## config.mk

```make
export PLATFORM = sky130hd
export DESIGN_NAME = priority_encoder_handshake
export DESIGN_NICKNAME = d
export VERILOG_FILES = /design/src/rtl/priority_encoder_handshake.sv
export SDC_FILE = /design/constraint.sdc
export NUM_CORES = 1
export LEC_CHECK = 0
export ABC_CLOCK_PERIOD_IN_PS = 3000
export BUFFER_PORTS_ARGS = -buffer_cell sky130_fd_sc_hd__clkbuf_2
export CAP_MARGIN = 20
export CORE_MARGIN = 4
export CORE_UTILIZATION = 35
export CTS_CLUSTER_DIAMETER = 40
export DETAILED_ROUTE_END_ITERATION = 8
export MAX_ROUTING_LAYER = met4
export PLACE_DENSITY = 0.65
export SYNTH_ARGS = -nofsm -noshare
export SYNTH_HDL_FRONTEND = slang
export SYNTH_SLANG_ARGS = --single-unit
```

## constraint.sdc

```tcl
create_clock -name clk -period 3 [get_ports clk]
set_input_delay 0.3 -clock clk [delete_from_list [all_inputs] [get_ports clk]]
set_output_delay 0.3 -clock clk [all_outputs]
set_load 0.02 [all_outputs]
```

## src/rtl/priority_encoder_handshake.sv

```systemverilog
// Registered priority encoder with sticky pending capture and a valid/ready index port.
// Define PRIORITY_ENCODER_ROUND_ROBIN_EN for rotating priority; otherwise the lowest index wins.
module priority_encoder_handshake #(
  parameter int INPUT_WIDTH  = 8,
  parameter int OUTPUT_WIDTH = $clog2(INPUT_WIDTH)
) (
  input  logic                    clk,
  input  logic                    rst,
  input  logic                    enable,
  input  logic [INPUT_WIDTH-1:0]  req_in,
  output logic                    out_valid,
  input  logic                    out_ready,
  output logic [OUTPUT_WIDTH-1:0] out_index,
  output logic                    out_any,
  output logic [INPUT_WIDTH-1:0]  pending
);

  typedef enum logic {IDLE, PRESENT} state_t;

  state_t                  state, state_next;
  logic                    handshake;
  logic                    valid_next;
  logic [INPUT_WIDTH-1:0]  clr_mask, pending_next;
  logic [OUTPUT_WIDTH-1:0] sel_index, index_next;

  assign handshake    = out_valid & out_ready;
  assign clr_mask     = handshake ? (INPUT_WIDTH'(1) << out_index) : '0;
  // A request landing on the bit being cleared is a new event, so set wins.
  assign pending_next = (pending & ~clr_mask) | req_in;

`ifdef PRIORITY_ENCODER_ROUND_ROBIN_EN
  logic [OUTPUT_WIDTH-1:0] last_grant;

  // Offsets scanned high to low so the nearest one above last_grant wins;
  // offset INPUT_WIDTH lands on last_grant itself, giving it the lowest rank.
  function automatic logic [OUTPUT_WIDTH-1:0] pick(input logic [INPUT_WIDTH-1:0] pend,
                                                   input logic [OUTPUT_WIDTH-1:0] last);
    logic [OUTPUT_WIDTH-1:0] idx;
    int j;
    idx = '0;
    for (int k = INPUT_WIDTH; k >= 1; k--) begin
      j = int'(last) + k;
      if (j >= INPUT_WIDTH) j = j - INPUT_WIDTH;
      if (pend[j]) idx = OUTPUT_WIDTH'(j);
    end
    return idx;
  endfunction

  assign sel_index = pick(pending, last_grant);

  always_ff @(posedge clk or posedge rst) begin
    if (rst)            last_grant <= '0;
    else if (handshake) last_grant <= out_index;
  end
`else
  function automatic logic [OUTPUT_WIDTH-1:0] pick(input logic [INPUT_WIDTH-1:0] pend);
    logic [OUTPUT_WIDTH-1:0] idx;
    idx = '0;
    for (int i = INPUT_WIDTH - 1; i >= 0; i--)
      if (pend[i]) idx = OUTPUT_WIDTH'(i);
    return idx;
  endfunction

  assign sel_index = pick(pending);
`endif

  always_comb begin
    state_next = state;
    valid_next = out_valid;
    index_next = out_index;
    case (state)
      IDLE: begin
        valid_next = 1'b0;
        if (enable && (pending != '0)) begin
          state_next = PRESENT;
          valid_next = 1'b1;
          index_next = sel_index;
        end
      end
      PRESENT: begin
        if (handshake) begin
          state_next = IDLE;
          valid_next = 1'b0;
        end
      end
      default: begin
        state_next = IDLE;
        valid_next = 1'b0;
      end
    endcase
  end

  always_ff @(posedge clk or posedge rst) begin
    if (rst) begin
      state     <= IDLE;
      out_valid <= 1'b0;
      out_index <= '0;
      pending   <= '0;
      out_any   <= 1'b0;
    end else begin
      state     <= state_next;
      out_valid <= valid_next;
      out_index <= index_next;
      pending   <= pending_next;
      out_any   <= |pending_next;
    end
  end

endmodule
```

After elaboration in Yosys (flattened, before gate mapping)
Cells that the tools add are included. W data, S select, Z words.

Bits in registers: 14. Bits of input ports: 12. Output and inout bits: 13. Word-level logic and storage cells: 30.

Eq/ne operators: 1. Shift-type cells: 1. Multiplexer cells: 14. Bitwise operators: 5. Reductions and logical operators: 4.

Operator list (count): $mux W3 (8); $and A8 B8 Y8 (1); $mux W8 (1); $not A8 Y8 (1); $or A8 B8 Y8 (1); $reduce_bool A8 Y1 (1); $reduce_or A8 Y1 (1); $shl A1 B3 Y8 const A (1); $pmux W1 S2 (2); $mux W1 (3); $ne A2 B1 Y1 const B (1); $reduce_and A2 Y1 (1); $and A1 B1 Y1 (1); $logic_and A1 B1 Y1 (1); $not A1 Y1 (1).

Depth between registers and ports, before layout
Gate-level depths: netlist of the first run.

Depth after elaboration: 8. Mapped depth: 5. Depth with buffers taken out: 4.

Least setup slack after synthesis of the first run
OpenSTA, ideal clock, no wires.

Kind: register to register. From: register pending[3]. To: register out_index[0]. Setup time: 118 ps. Arrival: 1245 ps. Data required time: 2882 ps. Setup slack: 1637 ps. Cell stages (with the launch flop): 5. Buffers on the path: 0. Period minus slack after synthesis: 1363 ps. Cell sequence: dfrtp_1 -> nor4_4 -> a31o_4 -> a2111oi_2 -> a21o_1.

Word-level cells in the longest chain between the ends: 4. Elaborated cells on any way between the ends: 7. Classes of those cells: mux (4); reduce/logical (3).

RTL lines: start: declaration (RTL line 15) `output logic [INPUT_WIDTH-1:0] pending`; start signal: assignment (RTL line 104) `pending <= pending_next;`; $mux W3 (4 in a row) (RTL line 60) `if (pend[i]) idx = OUTPUT_WIDTH'(i);`; end signal: assignment (RTL line 103) `out_index <= index_next;`; end: declaration (RTL line 13) `output logic [OUTPUT_WIDTH-1:0] out_index,`.

Several ways; a longest one is shown, not always the timed one. A chain may end at the register's enable or synchronous reset.

Final worst setup path of the first run
Same ends and word-level chain as after synthesis.

==> results.toml, run 1 <==
[setup_path]
crit_arrival_ns = 1.57
setup.worst_path.end_class = "flip-flop"
crit_type = "flip-flop to flip-flop"
crit_fanout = 6
cp.required_ns = 3.18
start_kind = "flip-flop"

[placed_design]
dp_cells = 115
gp_congestion = 0.776
portBuffers = 24
post_dp_cell_area_um2 = 822
dp_worst_setup_slack_ns = 1.60
hpwl_mm = 1.27

[drt]
wl_mm = 1.63
drc = 0
drtPass1Iterations = 4
routedWlPerCell_um = 13.7
ant_nets = 0
dr_total_vias = 606
via_per_inst = 5.09
drt_iter0_markers = 10

[power_and_ir_drop]
swShare_pct = 33.3
total_power_mw = 0.522
vdd_drop_max_v = 0.000241
internal-power_mw = 0.348
combPwrFrac_pct = 25.4
power_frac_seq_pct = 48.7
pwr_density_cell_mw_per_mm2 = 608
p_clk_share_pct = 26.0
power.switching_mw = 0.174
p_leak_nw = 0.381

[global_route]
grt_max_degree = 15
grt_pass1_vias = 547
grt_use_total_pct = 13.5
overflow = 0
grt_antenna_before_repair = 0
grt_pass1_wl_mm = 2.57

[sta]
hold_slack_ns = 0.0283
tightest_slew_ns = 0.544
finClkSkew_ns = 0.00413
layout_setup_ws_ns = 1.61
fin_setup_tns_ns = 0
final.min_clock_period_ns = 1.39
slew_violations = 0
setup_viol = 0
slew_headroom_pct = 63.7
rsz0062_at_grt = "no"
post-route-period-util_pct = 46.4
hold_violations = 0
timing.fmax_mhz = 718

[clock_network]
ctsHoldBuffers = 0
post_cts_resized = 0
tritoncts = "yes"
cts_buffers = 3
cts_root_buf = "clkbuf_4"
clk_path_buf_depth = 2
post_cts_buffers = 0
h-tree-depth = 1
cts_sinks = 14
clk_latency_ns = 0.28
clk_pin_slew_ns = 0.09

[logic_synthesis]
synth_top_flop_cell = "dfrtp_1"
syn_area_um2 = 681
synthesis.nets = 80
synth-edff-count = 0
synth_compound_area_share_pct = 18.4
syn_avg_cell_area_um2 = 10.0
yosys_warnings = 0
async_flop_share_pct = 100
synth_top_family_by_area = "simple AND/OR/NAND/NOR gates"
ys_seq_area_share_pct = 51.5
muxShareOfSynthArea_pct = 0
ys_types = 24
synth_simple_gate_area_share_pct = 27.0
syn_inst = 68
ys_ff_latch = 14
synthAdderAreaFrac_pct = 0
post_synth_xor_area_fraction_pct = 0

[floorplanning]
fp-row-count = 15
coreArea_mm2 = 0.00178
die_h_um = 52.1
start_util_pct = 38.2
die_area_mm2 = 0.00271
ios = 25
die_x_um = 52.1

[final_layout]
utilization_pct = 48.1
stdcell_count = 119
n_antenna_cell = 0
syn2layout_area_growth_pct = 26.1
drive_above_1_share_pct = 35.1
nets = 107
fin_area_um2 = 858

[worst_hold_path]
holdCritPathClass = "input pin to asynchronous set/reset pin"

[job]
max-cap-violations = 0

[outcome]
outcome = "finished clean"
## logic make-up after synthesis
family / Yosys count
AOI/OAI and AO/OA: 16
buffers and inverters: 5
DFF: 14
and+or+nand+nor: 33
## state kept, by name, indices dropped and copies added, names as in the netlist
signal,count
out_index,3
out_any,1
state,1
out_valid,1
pending,8
## area by class of cell
type                    count  area, um2
repair buffers             24        120
multi-input cells          49        309
fillers                   187        925
well taps                  25       31.3
inverters                   3       11.3
flip-flops and latches     14        350
clock buffers               4       36.3
## power by group through the flow
stage / logic, mW / clock network, mW / registers (mW)
after global placement: 0.134 / 0 / 0.256
after CTS: 0.135 / 0.142 / 0.255
after global routing: 0.145 / 0.149 / 0.263
after detailed placement: 0.134 / 0 / 0.259
after floorplan: 0.0739 / 0 / 0.271
final: 0.132 / 0.135 / 0.254
## path summary, 6_finish.rpt
check	start	to	slack, ns	cells past startpoint
max in group asynchronous	rst	pending[5]	2.61	2
setup reg to reg	pending[3]	out_index[0]	1.61	4
setup / recovery	pending[3]	out_index[0]	1.61	4
hold / removal	rst	pending[0]	0.03	2
hold reg to reg	state	state	0.50	2
min in group clk	out_ready	out_valid	0.24	2
## synth_stat cells, types with 2 or more instances
| master | instances | area share (%) |
|---|---|---|
| dfrtp_1 | 14 | 51 |
| nor2_1 | 11 | 6.1 |
| nor3b_1 | 4 | 4.4 |
| a41oi_1 | 2 | 2.6 |
| nor4_1 | 2 | 1.8 |
| buf_2 | 2 | 1.5 |
| nor3_1 | 4 | 2.9 |
| inv_1 | 3 | 1.7 |
| nand2_1 | 6 | 3.3 |
| a21oi_1 | 6 | 4.4 |
## placed cells by master, fill, tap and decap left out
cell type / synthesis / final
clkbuf_2: 0 / 24
a31oi_1: 1 / 1
inv_1: 3 / 3
nor4_4: 1 / 1
o22a_2: 1 / 1
nor2b_1: 1 / 1
clkbuf_4: 0 / 3
a41oi_1: 2 / 2
o21ai_0: 1 / 1
and3b_1: 1 / 1
o41ai_1: 1 / 1
and2b_2: 1 / 1
and3_1: 1 / 1
o21bai_1: 1 / 1
a2111oi_2: 1 / 1
a21oi_1: 6 / 6
a31o_4: 1 / 1
nor3b_1: 4 / 4
dfrtp_1: 14 / 14
a21o_1: 1 / 1
nor4_1: 2 / 2
nor2_1: 11 / 11
nor3_1: 4 / 4
nand2b_1: 1 / 1
clkbuf_8: 0 / 1
nand2_1: 6 / 6
## critical path, cell delays in order, from the launching register on
cell and delay [ns]:
dfrtp_1 0.47, nor4_4 0.38, a31o_4 0.24, a2111oi_2 0.05, a21o_1 0.16
## layer usage
metal / global-route usage, % / part of all wire, % / vias to the layer above
met4: 6.55 / 2.5 / 0
met1: 18.7 / 47 / 284
met5: - / 0 / -
met3: 2.87 / 6.4 / 5
met2: 18.6 / 44 / 21
li1: - / - / 296
(Power assumes the default switching activity.)
==> run 2: changes to the inputs <==
Settings changed: ABC_CLOCK_PERIOD_IN_PS 3000 to 1420.
Clock period 3 ns to 1.42 ns, I/O delays scaled along.
==> run 2 against run 1 <==
Compared with the run above:
- clock skew decreased by 0.0020 ns
- cell area increased by 7.6%
- critical path depth stayed put
- register-to-register slack got worse by 1.5 ns
- critical endpoint unchanged
- non-clock buffer count grew 5
- setup slack worse by 1.5 ns
- wire length rose by 0.25%
- first-iteration DRC count up 110%
==> results.toml, run 2 (synthesis results as in run 1) <==
[sta]
timing.fmax_mhz = 745
slew_headroom_pct = 64.9
final.min_clock_period_ns = 1.34
tightest_slew_ns = 0.526
slew_violations = 0
finClkSkew_ns = 0.00217
layout_setup_ws_ns = 0.0774
fin_setup_tns_ns = 0
hold_violations = 0
rsz0062_at_grt = "yes"
post-route-period-util_pct = 94.6
setup_viol = 0

[final_layout]
largest_reg_flops = 8
fillers = 158
utilization_pct = 51.8
drive_above_1_share_pct = 43.4
syn2layout_area_growth_pct = 35.7
stdcell_count = 124
final_cell_mix = "clkbuf_2 (24), dfrtp_1 (12), nor2_1 (11)"
largest-register = "pending"
nets = 112
n_antenna_cell = 0
mostFrequentLayoutCell = "clkbuf_2"
reg_top3 = "pending (8), out_index (3)"

[setup_path]
cp.required_ns = 1.59
path_delay_family = "flip-flops"
crit_type = "flip-flop to flip-flop"
crit_fanout = 6
slowest_stage = "dfrtp_1"
cp_cell_sequence = "nor4_4, a31o_4, a2111oi_2, a21o_1"
critPathBufInv = 0
rrSetupSlack_ns = 0.08
start_kind = "flip-flop"
crit_arrival_ns = 1.51
slowest_delay_ns = 0.47
setup.worst_path.end_class = "flip-flop"

[worst_hold_path]
holdCritPathClass = "input pin to flip-flop"

[placed_design]
portBuffers = 24
dp_worst_setup_slack_ns = 0.000617
hpwl_mm = 1.29
gp_congestion = 0.797
dp_cells = 118

[global_route]
grt_pass1_wl_mm = 2.63
grt_use_total_pct = 13.6
grt_pass1_vias = 604
grt_max_degree = 15
overflow = 0
grt_antenna_before_repair = 0

[clock_network]
clk_pin_slew_ns = 0.08
cts_sinks = 14
cts_root_buf = "clkbuf_4"
clk_path_buf_depth = 2
tritoncts = "yes"
clk_latency_ns = 0.27
h-tree-depth = 1
cts_buffers = 3

[drt]
dr_total_vias = 617
via_per_inst = 4.98
drc = 0
routedWlPerCell_um = 13.2
drt_iter0_markers = 21
drtPass1Iterations = 4
wl_mm = 1.63
ant_nets = 0

[floorplanning]
start_util_pct = 38.2
die_x_um = 52.1
die_h_um = 52.1
die_area_mm2 = 0.00271
fp-row-count = 15
ios = 25
coreArea_mm2 = 0.00178

[job]
max-cap-violations = 0

[power_and_ir_drop]
p_leak_nw = 0.405
pwr_density_cell_mw_per_mm2 = 1200
vdd_drop_max_v = 0.000571

[outcome]
outcome = "finished clean"
## run 2: stage by stage
stage	hold slack [ns]	cell area [um2]	total power [mW]
after floorplan	0.0312	681	0.728
after global placement	0.191	845	0.823
after detailed placement	0.196	845	0.828
after CTS	0.0949	891	1.11
after global routing	0.117	923	1.17
final	0.0958	923	1.11
## run 2: area by class of cell
cell class	count	area, um2	area share [%]
Sequential cell	14	353	38.2
Multi-Input combinational cell	49	332	35.9
Timing Repair Buffer	29	160	17.3
Clock buffer	4	36.3	3.93
Tap cell	25	31.3	3.39
Inverter	3	11.3	1.22
## run 2: per-layer routing
metal	GRT usage, %	routed length [um]	vias to the layer above
met3	2.87	88	2
met1	18.1	793	288
li1	-	-	307
met5	-	0	-
met2	20.1	739	20
met4	5.24	10	0
## run 2: power by group
group / switching [mW] / total [mW] / leakage (nW) / internal [mW]
sequential: 0.0811 / 0.541 / 0.140 / 0.460
combinational: 0.163 / 0.287 / 0.244 / 0.124
clock: 0.123 / 0.279 / 0.0210 / 0.156
total: 0.367 / 1.11 / 0.405 / 0.740
## run 2: path summary, 6_finish.rpt
check / start / end / depth (start not counted)
worst max-delay path: pending[1] / out_index[0] / 4
worst min-delay path: out_ready / out_valid / 2
worst max register to register: pending[1] / out_index[0] / 4
worst min register to register: state / state / 2
max in group asynchronous: rst / out_index[1] / 3
min in group asynchronous: rst / pending[0] / 3
## run 2: what timing repair did
action	in CTS	in global routing
pin swaps	1	3
hold buffers	1	0
hold endpoints to repair	14	0
endpoints found under the setup margin	1	2
gates resized for setup	0	6
setup buffers	0	1
==> run 3: changes to the inputs <==
Settings changed: ABC_CLOCK_PERIOD_IN_PS 1420 to 1500.
Clock period 1.42 ns to 1.5 ns, I/O delays scaled along.
==> run 3 against run 2 <==
Compared with the run above:
- first-iteration DRC count shrank 76%
- non-clock buffer count decreased by 4
- setup slack better by 0.011 ns
- largest power group unchanged
==> results.toml, run 3 (synthesis results as in run 1) <==
[outcome]
outcome = "finished clean"

[sta]
tightest_slew_ns = 0.538
slew_violations = 0
hold_violations = 0
setup_viol = 0
finClkSkew_ns = 0.00140
layout_setup_ws_ns = 0.0888
hold_slack_ns = 0.0984
slew_headroom_pct = 64.1
rsz0062_at_grt = "no"
final.min_clock_period_ns = 1.41
fin_setup_tns_ns = 0
post-route-period-util_pct = 94.1
timing.fmax_mhz = 709

[drt]
ant_nets = 0
dr_total_vias = 624
drt_iter0_markers = 5
wl_mm = 1.66
drc = 0
drtPass1Iterations = 4
routedWlPerCell_um = 13.8
via_per_inst = 5.20

[power_and_ir_drop]
vdd_drop_max_v = 0.000448
total_power_mw = 1.05
p_leak_nw = 0.385
pwr_density_cell_mw_per_mm2 = 1210

[final_layout]
stdcell_count = 120
syn2layout_area_growth_pct = 27.6
mostFrequentLayoutCell = "clkbuf_2"
final_cell_mix = "clkbuf_2 (24), dfrtp_1 (14), nor2_1 (11)"
drive_above_1_share_pct = 34.7
fillers = 180
utilization_pct = 48.7
largest-register = "pending"
fin_area_um2 = 868
reg_top3 = "pending (8), out_index (3)"
n_antenna_cell = 0
largest_reg_flops = 8
nets = 108

[worst_hold_path]
holdCritPathClass = "input pin to flip-flop"
min_path_cells = 2
hold_start = "out_ready"
hold-path-endpoint = "out_valid"

[job]
max-cap-violations = 0

[floorplanning]
die_area_mm2 = 0.00271
coreArea_mm2 = 0.00178
ios = 25
fp-row-count = 15
die_x_um = 52.1
start_util_pct = 38.2
die_h_um = 52.1

[global_route]
grt_use_total_pct = 14.2
grt_pass1_vias = 612
overflow = 0
grt_pass1_wl_mm = 2.73
grt_antenna_before_repair = 0
grt_max_degree = 15

[setup_path]
start_kind = "flip-flop"
setup.worst_path.end_class = "flip-flop"
r2r-start = "pending[3]"
crit_fanout = 6
crit_arrival_ns = 1.59
reg2reg_depth = 4
cp.required_ns = 1.68
rrSetupSlack_ns = 0.09
crit_type = "flip-flop to flip-flop"
timing.rr.end = "out_index[0]"

[placed_design]
post_dp_cell_area_um2 = 822
dp_cells = 115
gp_congestion = 0.803
dp_worst_setup_slack_ns = 0.0928
portBuffers = 24

[clock_network]
cts_buffers = 3
clk_path_buf_depth = 2
clk_latency_ns = 0.28
cts_root_buf = "clkbuf_4"
post_cts_buffers = 0
tritoncts = "yes"
cts_sinks = 14
h-tree-depth = 1
clk_pin_slew_ns = 0.09
## run 3: worst max path at each step
stage | from | end | slack [ns] | depth (start not counted)
floorplan | pending[3] | out_index[0] | 0.14 | 4
global placement | out_index[2] | out_any | 0.10 | 4
detailed placement | pending[3] | out_index[0] | 0.09 | 4
CTS | pending[3] | out_index[0] | 0.08 | 4
global route | out_index[2] | out_any | 0.04 | 4
finish | pending[3] | out_index[0] | 0.09 | 4
## run 3: routing by layer
layer  global-route usage, %  up-vias  share of wire (%)
met4                    7.42        0               0.60
li1                        -      303                  -
met2                    20.7       22                 46
met5                       -        -                  0
met3                    2.58        2                6.3
met1                    18.6      297                 47
## run 3: layout make-up
type	instances	area [um2]	area share, %
clock buffer	4	36.3	4.18
tap	25	31.3	3.60
multi-input combinational	49	309	35.6
inverter	3	11.3	1.30
timing repair buffer	25	130	15.0
sequential	14	350	40.3
## run 3: repair_timing
action | CTS | global route
endpoints found under the hold margin | 14 | 0
resized for setup | 0 | 0
hold buffers | 1 | 0
## run 3: critical path, cell delays in order (launching register included)
cell	delay, ns
dfrtp_1	0.47
nor4_4	0.39
a31o_4	0.24
a2111oi_2	0.05
a21o_1	0.16
## run 3: report_power, final
group          internal (mW)  switching [mW]
combinational          0.115           0.155
sequential             0.434          0.0736
clock                  0.148           0.125
